## src/rtl/phase_timer.sv

```systemverilog
// Three-digit BCD countdown timer with IDLE/HOLD/COUNT/DONE control and
// registered glyph outputs for a three-digit display.
module phase_timer #(
    parameter logic [5:0] BLANK_CODE = 6'd55
) (
    input  logic        cp,
    input  logic        reset,
    input  logic        tick,
    input  logic        load,
    input  logic [11:0] load_bcd,
    input  logic        run,
    input  logic        clear,
    output logic [5:0]  inLeft,
    output logic [5:0]  inMiddle,
    output logic [5:0]  inRight,
    output logic        busy,
    output logic        done,
    output logic [1:0]  tstate
);

    localparam int unsigned DIGIT_W = 4;
    localparam int unsigned GLYPH_W = 6;

    typedef enum logic [1:0] {
        ST_IDLE  = 2'd0,
        ST_HOLD  = 2'd1,
        ST_COUNT = 2'd2,
        ST_DONE  = 2'd3
    } state_e;

    state_e               state_q, state_d;
    logic [DIGIT_W-1:0]   hund_q, hund_d;
    logic [DIGIT_W-1:0]   tens_q, tens_d;
    logic [DIGIT_W-1:0]   ones_q, ones_d;
    logic                 busy_q, busy_d;
    logic                 done_q, done_d;
    logic [GLYPH_W-1:0]   left_q, left_d;
    logic [GLYPH_W-1:0]   mid_q, mid_d;
    logic [GLYPH_W-1:0]   right_q, right_d;

    logic [DIGIT_W-1:0]   ld_hund, ld_tens, ld_ones;
    logic                 cnt_zero, cnt_one;

    function automatic logic [DIGIT_W-1:0] clamp9(input logic [DIGIT_W-1:0] d);
        return (d > DIGIT_W'(9)) ? DIGIT_W'(9) : d;
    endfunction

    assign ld_hund  = clamp9(load_bcd[11:8]);
    assign ld_tens  = clamp9(load_bcd[7:4]);
    assign ld_ones  = clamp9(load_bcd[3:0]);
    assign cnt_zero = (hund_q == '0) && (tens_q == '0) && (ones_q == '0);
    assign cnt_one  = (hund_q == '0) && (tens_q == '0) && (ones_q == DIGIT_W'(1));

    // Next state and count: clear > load > tick decrement > run transitions.
    always_comb begin
        state_d = state_q;
        hund_d  = hund_q;
        tens_d  = tens_q;
        ones_d  = ones_q;
        done_d  = 1'b0;
        if (clear) begin
            state_d = ST_IDLE;
            hund_d  = '0;
            tens_d  = '0;
            ones_d  = '0;
        end else if (load) begin
            hund_d  = ld_hund;
            tens_d  = ld_tens;
            ones_d  = ld_ones;
            state_d = ({ld_hund, ld_tens, ld_ones} != '0) ? ST_HOLD : ST_IDLE;
        end else begin
            case (state_q)
                ST_HOLD: begin
                    if (run) state_d = ST_COUNT;
                end
                ST_COUNT: begin
                    if (!run) begin
                        state_d = ST_HOLD;
                    end else if (tick && !cnt_zero) begin
                        // BCD borrow chain; count is never zero here so hund cannot underflow
                        if (ones_q != '0) begin
                            ones_d = ones_q - DIGIT_W'(1);
                        end else begin
                            ones_d = DIGIT_W'(9);
                            if (tens_q != '0) begin
                                tens_d = tens_q - DIGIT_W'(1);
                            end else begin
                                tens_d = DIGIT_W'(9);
                                hund_d = hund_q - DIGIT_W'(1);
                            end
                        end
                        if (cnt_one) begin
                            state_d = ST_DONE;
                            done_d  = 1'b1;
                        end
                    end
                end
                default: ;
            endcase
        end
    end

    assign busy_d = (state_d == ST_COUNT);

    // Glyphs follow the registered count/state, hence one cycle behind them.
    always_comb begin
        left_d  = BLANK_CODE;
        mid_d   = BLANK_CODE;
        right_d = BLANK_CODE;
        if (state_q != ST_IDLE) begin
            right_d = GLYPH_W'(ones_q);
            if (hund_q != '0 || tens_q != '0) mid_d = GLYPH_W'(tens_q);
            if (hund_q != '0) left_d = GLYPH_W'(hund_q);
        end
    end

    always_ff @(posedge cp or posedge reset) begin
        if (reset) begin
            state_q <= ST_IDLE;
            hund_q  <= '0;
            tens_q  <= '0;
            ones_q  <= '0;
            busy_q  <= 1'b0;
            done_q  <= 1'b0;
            left_q  <= BLANK_CODE;
            mid_q   <= BLANK_CODE;
            right_q <= BLANK_CODE;
        end else begin
            state_q <= state_d;
            hund_q  <= hund_d;
            tens_q  <= tens_d;
            ones_q  <= ones_d;
            busy_q  <= busy_d;
            done_q  <= done_d;
            left_q  <= left_d;
            mid_q   <= mid_d;
            right_q <= right_d;
        end
    end

    assign inLeft   = left_q;
    assign inMiddle = mid_q;
    assign inRight  = right_q;
    assign busy     = busy_q;
    assign done     = done_q;
    assign tstate   = state_q;

endmodule

```

## config.mk

```make
export PLATFORM = sky130hd
export DESIGN_NAME = phase_timer
export DESIGN_NICKNAME = d
export VERILOG_FILES = /design/src/rtl/phase_timer.sv
export SDC_FILE = /design/constraint.sdc
export NUM_CORES = 1
export LEC_CHECK = 0
export CORE_ASPECT_RATIO = 2
export CORE_MARGIN = 1
export CORE_UTILIZATION = 44
export CTS_CLUSTER_SIZE = 8
export DETAILED_ROUTE_END_ITERATION = 10
export PLACE_DENSITY = 0.75
export SKIP_LAST_GASP = 1
export SYNTH_ARGS = -nofsm -noshare
export SYNTH_HDL_FRONTEND = slang
export SYNTH_SLANG_ARGS = --single-unit
```

## constraint.sdc

```tcl
create_clock -name cp -period 1.7 [get_ports cp]
set_input_delay 0.34 -clock cp [delete_from_list [all_inputs] [get_ports cp]]
set_output_delay 0.34 -clock cp [all_outputs]
set_load 0.005 [all_outputs]
```

# [Word-level counts from Yosys, hierarchy flattened]
# Cells that the tools add are included.
[word_totals] ff_bits=34 in_bits=18 wordCells=83
[classes] addsub=3 order_cmp=3 eq_ne=6 n_mux=42 n_reduce_logical=20
[ops] operator="4-bit two-way mux" n=23
[ops] operator="6-bit two-way mux" n=5
[ops] operator="4-bit > comparator, second input constant" n=3
[ops] operator="4-bit zero test" n=3
[ops] operator="2-bit two-way mux" n=6
[ops] operator="12-bit nonzero test" n=1
[ops] operator="4-bit nonzero test" n=3
[ops] operator="4-bit by 1-bit subtractor with 4-bit output, second input constant" n=3
[ops] operator="3-bit nonzero test" n=3
[ops] operator="1-bit two-way mux" n=7
[ops] operator="3-bit inequality test, second input constant" n=2
[ops] operator="5-bit AND reduction" n=1
[ops] operator="2-bit == test, second input constant" n=2
[ops] operator="4-bit by 1-bit == test with 1-bit output, second input constant" n=1
[ops] operator="1-bit logical AND" n=4
[ops] operator="2-bit one-hot mux with 2 select lines" n=1
[ops] operator="4-bit AND reduction" n=1
[ops] operator="3-bit AND reduction" n=1
[ops] operator="2-bit by 1-bit == test with 1-bit output, second input constant" n=1
[ops] operator="2-bit nonzero test" n=1
[ops] operator="1-bit zero test" n=1
[ops] operator="1-bit logical OR" n=1

# [Depth between registers and ports, before layout]
[depth] word_depth=11 depth_mapped=8 mapped_depth_nobuf=7

# [Least setup slack after synthesis]
# OpenSTA, ideal clock, no wires.
[synth_path] kind="reg-to-reg" start="register hund_q[0]" end="register busy_q (netlist: busy)" t_arrival_ns=1.574 t_required_ns=1.576 path_slack_ns=0.002 stages_incl_launch_ff=9 synth_period_minus_slack_ns=1.698 cell_sequence="dfrtp_1 > inv_1 > ha_1 > nor3b_4 > and2_1 > buf_6 > and3_1 > a31oi_1 > o31a_1"
[synth_via] elab_chain_cells=11 elab_cells_between_ends=13 classes_between="1 x eq/ne; 6 x mux; 6 x reduce/logical"
[synth_rtl] item="start, declared" line="32" source="logic [DIGIT_W-1:0] hund_q, hund_d;"
[synth_rtl] item="start signal, assigned" line="130" source="hund_q <= hund_d;"
[synth_rtl] item="4-bit zero test *" line="51, 52"
[synth_rtl] item="1-bit logical AND *" line="51, 52"
[synth_rtl] item="1-bit logical AND" line="51" source="assign cnt_zero = (hund_q == '0) && (tens_q == '0) && (ones_q == '0);"
[synth_rtl] item="1-bit zero test" line="79" source="end else if (tick && !cnt_zero) begin"
[synth_rtl] item="1-bit logical AND" line="79"
[synth_rtl] item="2-bit two-way mux *" line="79"
[synth_rtl] item="2-bit two-way mux *" line="77" source="if (!run) begin"
[synth_rtl] item="2-bit one-hot mux with 2 select lines *" line="72" source="case (state_q)"
[synth_rtl] item="2-bit two-way mux *" line="66" source="end else if (load) begin"
[synth_rtl] item="2-bit two-way mux *" line="61" source="if (clear) begin"
[synth_rtl] item="2-bit == test *" line="103" source="assign busy_d = (state_d == ST_COUNT);"
[synth_rtl] item="named net busy_d" line="35" source="logic busy_q, busy_d;"
[synth_rtl] item="end signal, assigned" line="133" source="busy_q <= busy_d;"
[synth_rtl] item="end, declared" line="35"
# The timed path passes the listed nets; every way through them passes the cells marked *.
# A chain may end at the register's enable or synchronous reset.

# [Final worst setup path]
# Ends and elaborated chain as after synthesis.

==> summary.md <==
| Metric | Value |
|---|---|
| Result of the run | `finished with violations` |
| Violations in the final reports | `negative setup slack` |
| #FFs+latches synth | `31` |
| Worst-path cell chain | `inv_2, ha_4, nor3b_4, and2_4, and3_4, a31oi_4, o31a_1` |
| Cell type with the highest aggregate area in the netlist | `sky130_fd_sc_hd__dfrtp_1` |
| H-tree Lvls | `2` |
| Max-cap violations | `0` |
| Startpoint-to-endpoint class of the critical path | `register to register` |
| Final-layout fill cell count | `between 300 and 400` |
| Post-synth top area share | `0.282` |
| Mapped Nets | `185` |
| Clock-pin slew on the worst setup and hold paths | `70 ps` |
| Post-detailed-route wirelength per cell | `15.7 µm` |
| Vias per cell | `5.47` |
| Clock insertion delay at the later pin of the skew report | `~280 ps` |
| Remaining routing DRC violations | `0` |
| Placer Congestion | `0.912` |
| Port Buf Inserts | `39` |
| Clock buffer depth | `2` |
| Pleak | `1.06 nW` |
| Initial core utilization | `0.462` |
| Total count of max-transition violations in the final report | `0` |
| Worst min-delay path category | `input pin to async pin` |
| First DRT Iteration DRCs | `47` |
| RSZ-0062 raised after global routing | `true` |
| Number of global-route vias before repair | `1,485` |
| Mapped Area | `1680 µm²` |
| Sequential-to-total area share from yosys stat | `0.470` |
| R2r startpoint | `hund_q[0]` |
| CTS Root Cell | `sky130_fd_sc_hd__clkbuf_8` |
| Number of vias after detailed routing | `1,493` |
| Endpoints failing hold | `0` |
| Worst slew pin tran | `376 ps` |
| Crit path from | `hund_q[0]` |
| R2R cell count | `7` |
| Die width | `45.7 µm` |
| Core footprint | `approximately 3600 µm²` |
| Total Wirelength | `4270 µm` |
| Worst Path Arrival | `1940 ps` |
| Pin count of the biggest net entering global routing | `32` |
| Post-synth top cells | `sky130_fd_sc_hd__dfrtp_1 (19), sky130_fd_sc_hd__dfstp_2 (12), sky130_fd_sc_hd__inv_1 (10), sky130_fd_sc_hd__o21ai_0 (10)` |
| Die height | `between 80 and 90 µm` |
| Synth-to-layout area growth | `47.6%` |
| Slack of the critical path | `-72.0 ps` |
| Highest ir drop seen on vdd | `0.000687 V` |
| Number of buffers and inverters on the critical path | `1` |
| Fraction of registers with async set or reset after synthesis | `1.00` |
| Total routing resource utilization after global routing | `0.224` |
| Number of CTS-inserted buffers | `5` |
| Endpoint required time on the critical path | `between 1500 and 2000 ps` |
| Highest clock rate | `0.564 GHz` |
| Register Area | `about 790 µm²` |
| Most common cell in the synthesized netlist | `sky130_fd_sc_hd__dfrtp_1` |
| Endpoint of the worst-slack reg-to-reg timing path | `busy` |
| Relative slew slack | `0.746` |
| Standard cell with the maximum stage delay on the critical path | `sky130_fd_sc_hd__dfrtp_1` |
| Number of nets in the final layout | `about 250` |
| Proportion of layout cells with a drive suffix above 1 | `0.379` |
| Overflow after GRT | `0` |
| Final core utilization | `0.682` |
| Post-synthesis cell count | `between 150 and 200` |
| Antenna fix cells | `0` |
| Clock tree from TritonCTS | `built` |
| Post-Route Skew | `7.16 ps` |
| First-pass GRT wire length | `6580 µm` |
| Post-route fraction of the period consumed by the critical path | `1.04` |
| Total number of clock tree sinks | `31` |
| Largest stage delay on the critical path | `just under 400 ps` |
| Min Tclk post-route | `about 1800 ps` |
| Initial antenna violation count | `0` |
| Post-DP HPWL | `between 3000 and 4000 µm` |
| Total of hold buffers inserted after clock tree synthesis | `0` |
| Most area-consuming cells after synthesis | `sky130_fd_sc_hd__dfrtp_1 (28%), sky130_fd_sc_hd__dfstp_2 (19%), sky130_fd_sc_hd__ha_1 (3.7%)` |
| Total power density per cell area | `812 nW/µm²` |
| I/O pin cnt | `40` |
| Number of nets still failing antenna checks after routing | `0` |
| Critical path startpoint category | `register` |
| Final Total Pwr | `2.02 mW` |
| Maximum fanout encountered on the critical timing path | `4` |
| Cell Rows | `31` |
| Synth cell types | `55` |
| Register-to-register setup slack | `-70 ps` |
| Worst path top cell family by delay | `simple AND/OR/NAND/NOR gates` |
| Synthesized area divided by synthesized cell count | `about 10 µm²` |
| Die area | `4090 µm²` |
| Setup crit end kind | `register` |
| Multi-input logic area | `893 µm²` |
| Finish-stage setup viols | `6` |
| First-pass iteration count of the detailed router | `4` |
| Warnings from Yosys | `0` |
| Number of enable flip-flop cells after synthesis | `0` |
| Main flop type after synthesis | `sky130_fd_sc_hd__dfrtp_1` |
==> repair_timing <==
action | CTS | global route
gates resized for setup | 14 | 16
pin swaps | 5 | 8
setup endpoints to repair | 8 | 13
buffers inserted | 1 | 2
hold endpoints to repair | 0 | 0
==> registers in the layout, indices dropped and copies added, names as in the netlist <==
signal	count
inRight	5
done	1
ones_q	4
busy	1
tens_q	4
hund_q	4
inMiddle	5
inLeft	5
tstate	2
==> routing by layer <==
metal / vias up / global-route usage / share of wire
li1: 707 / - / -
met1: 731 / 0.238 / 0.37
met2: 44 / 0.394 / 0.58
met3: 11 / 0.0444 / 0.029
met4: 0 / 0.126 / 0.026
met5: - / 0 / 0
==> worst max path at each step <==
stage	slack, ps	end	cells after the start
2_1_floorplan	2	busy	8
3_3_place_gp	-220	hund_q[3]	6
3_5_place_dp	-290	hund_q[2]	6
4_1_cts	-60	busy	7
5_1_grt	-150	busy	7
6_report	-70	busy	7
==> logic make-up (layout without fill, tap and decap cells) <==
logic type                 Yosys count  after routing  share of synthesized area
muxes                                1              1                    0.00594
buffers and inverters               21             83                     0.0706
adders and majority gates            5              5                     0.0371
DFF                                 31             31                      0.470
AOI/OAI and AO/OA                   42             42                      0.176
and+or+nand+nor                     60             60                      0.230
xor gates and xnor gates             2              2                     0.0104
==> cell usage in the layout (no fill, tap or decap), types with 3 or more instances in the layout <==
cell,netlist,final
sky130_fd_sc_hd__dfrtp_1,19,19
sky130_fd_sc_hd__a21o_1,4,4
sky130_fd_sc_hd__buf_4,4,26
sky130_fd_sc_hd__nand2_1,8,7
sky130_fd_sc_hd__inv_1,10,5
sky130_fd_sc_hd__or3_2,3,3
sky130_fd_sc_hd__dfstp_2,12,12
sky130_fd_sc_hd__o21ai_0,10,8
sky130_fd_sc_hd__nor4_1,3,3
sky130_fd_sc_hd__a21oi_1,7,6
sky130_fd_sc_hd__clkdlybuf4s50_1,0,39
sky130_fd_sc_hd__or3_1,3,3
sky130_fd_sc_hd__inv_2,0,5
sky130_fd_sc_hd__nor2_1,5,5
sky130_fd_sc_hd__nor2b_1,5,5
sky130_fd_sc_hd__or2_2,6,6
sky130_fd_sc_hd__nor3_1,8,7
sky130_fd_sc_hd__clkbuf_8,1,6
==> power breakdown <==
part           internal (mW)  switching (mW)
combinational          0.244           0.182
clock                  0.474           0.271
sequential             0.804          0.0443
==> worst min-delay path, stage by stage <==
cell and delay [ps]:
sky130_fd_sc_hd__clkdlybuf4s50_1 410, sky130_fd_sc_hd__inv_1 50, sky130_fd_sc_hd__buf_4 340
==> cell type report <==
type	count	area share
multi-input cells	110	0.359
well taps	49	0.0247
repair buffers	65	0.236
inverters	10	0.0151
clock buffers	6	0.0332
clock inverters	2	0.0141
flip-flops and latches	31	0.318
==> through the flow <==
step	instance area (µm²)	instances	hold WS [ps]	setup WS, ps	TNS [ps]
2_1_floorplan	1680	162	435	1.77	0
3_3_place_gp	2230	263	539	-221	-1620
3_5_place_dp	2230	263	546	-288	-2470
4_1_cts	2410	272	447	-62.4	-159
5_1_grt	2490	273	504	-148	-713
6_report	2490	273	446	-72.0	-136
Power figures use the tool's default switching activity.
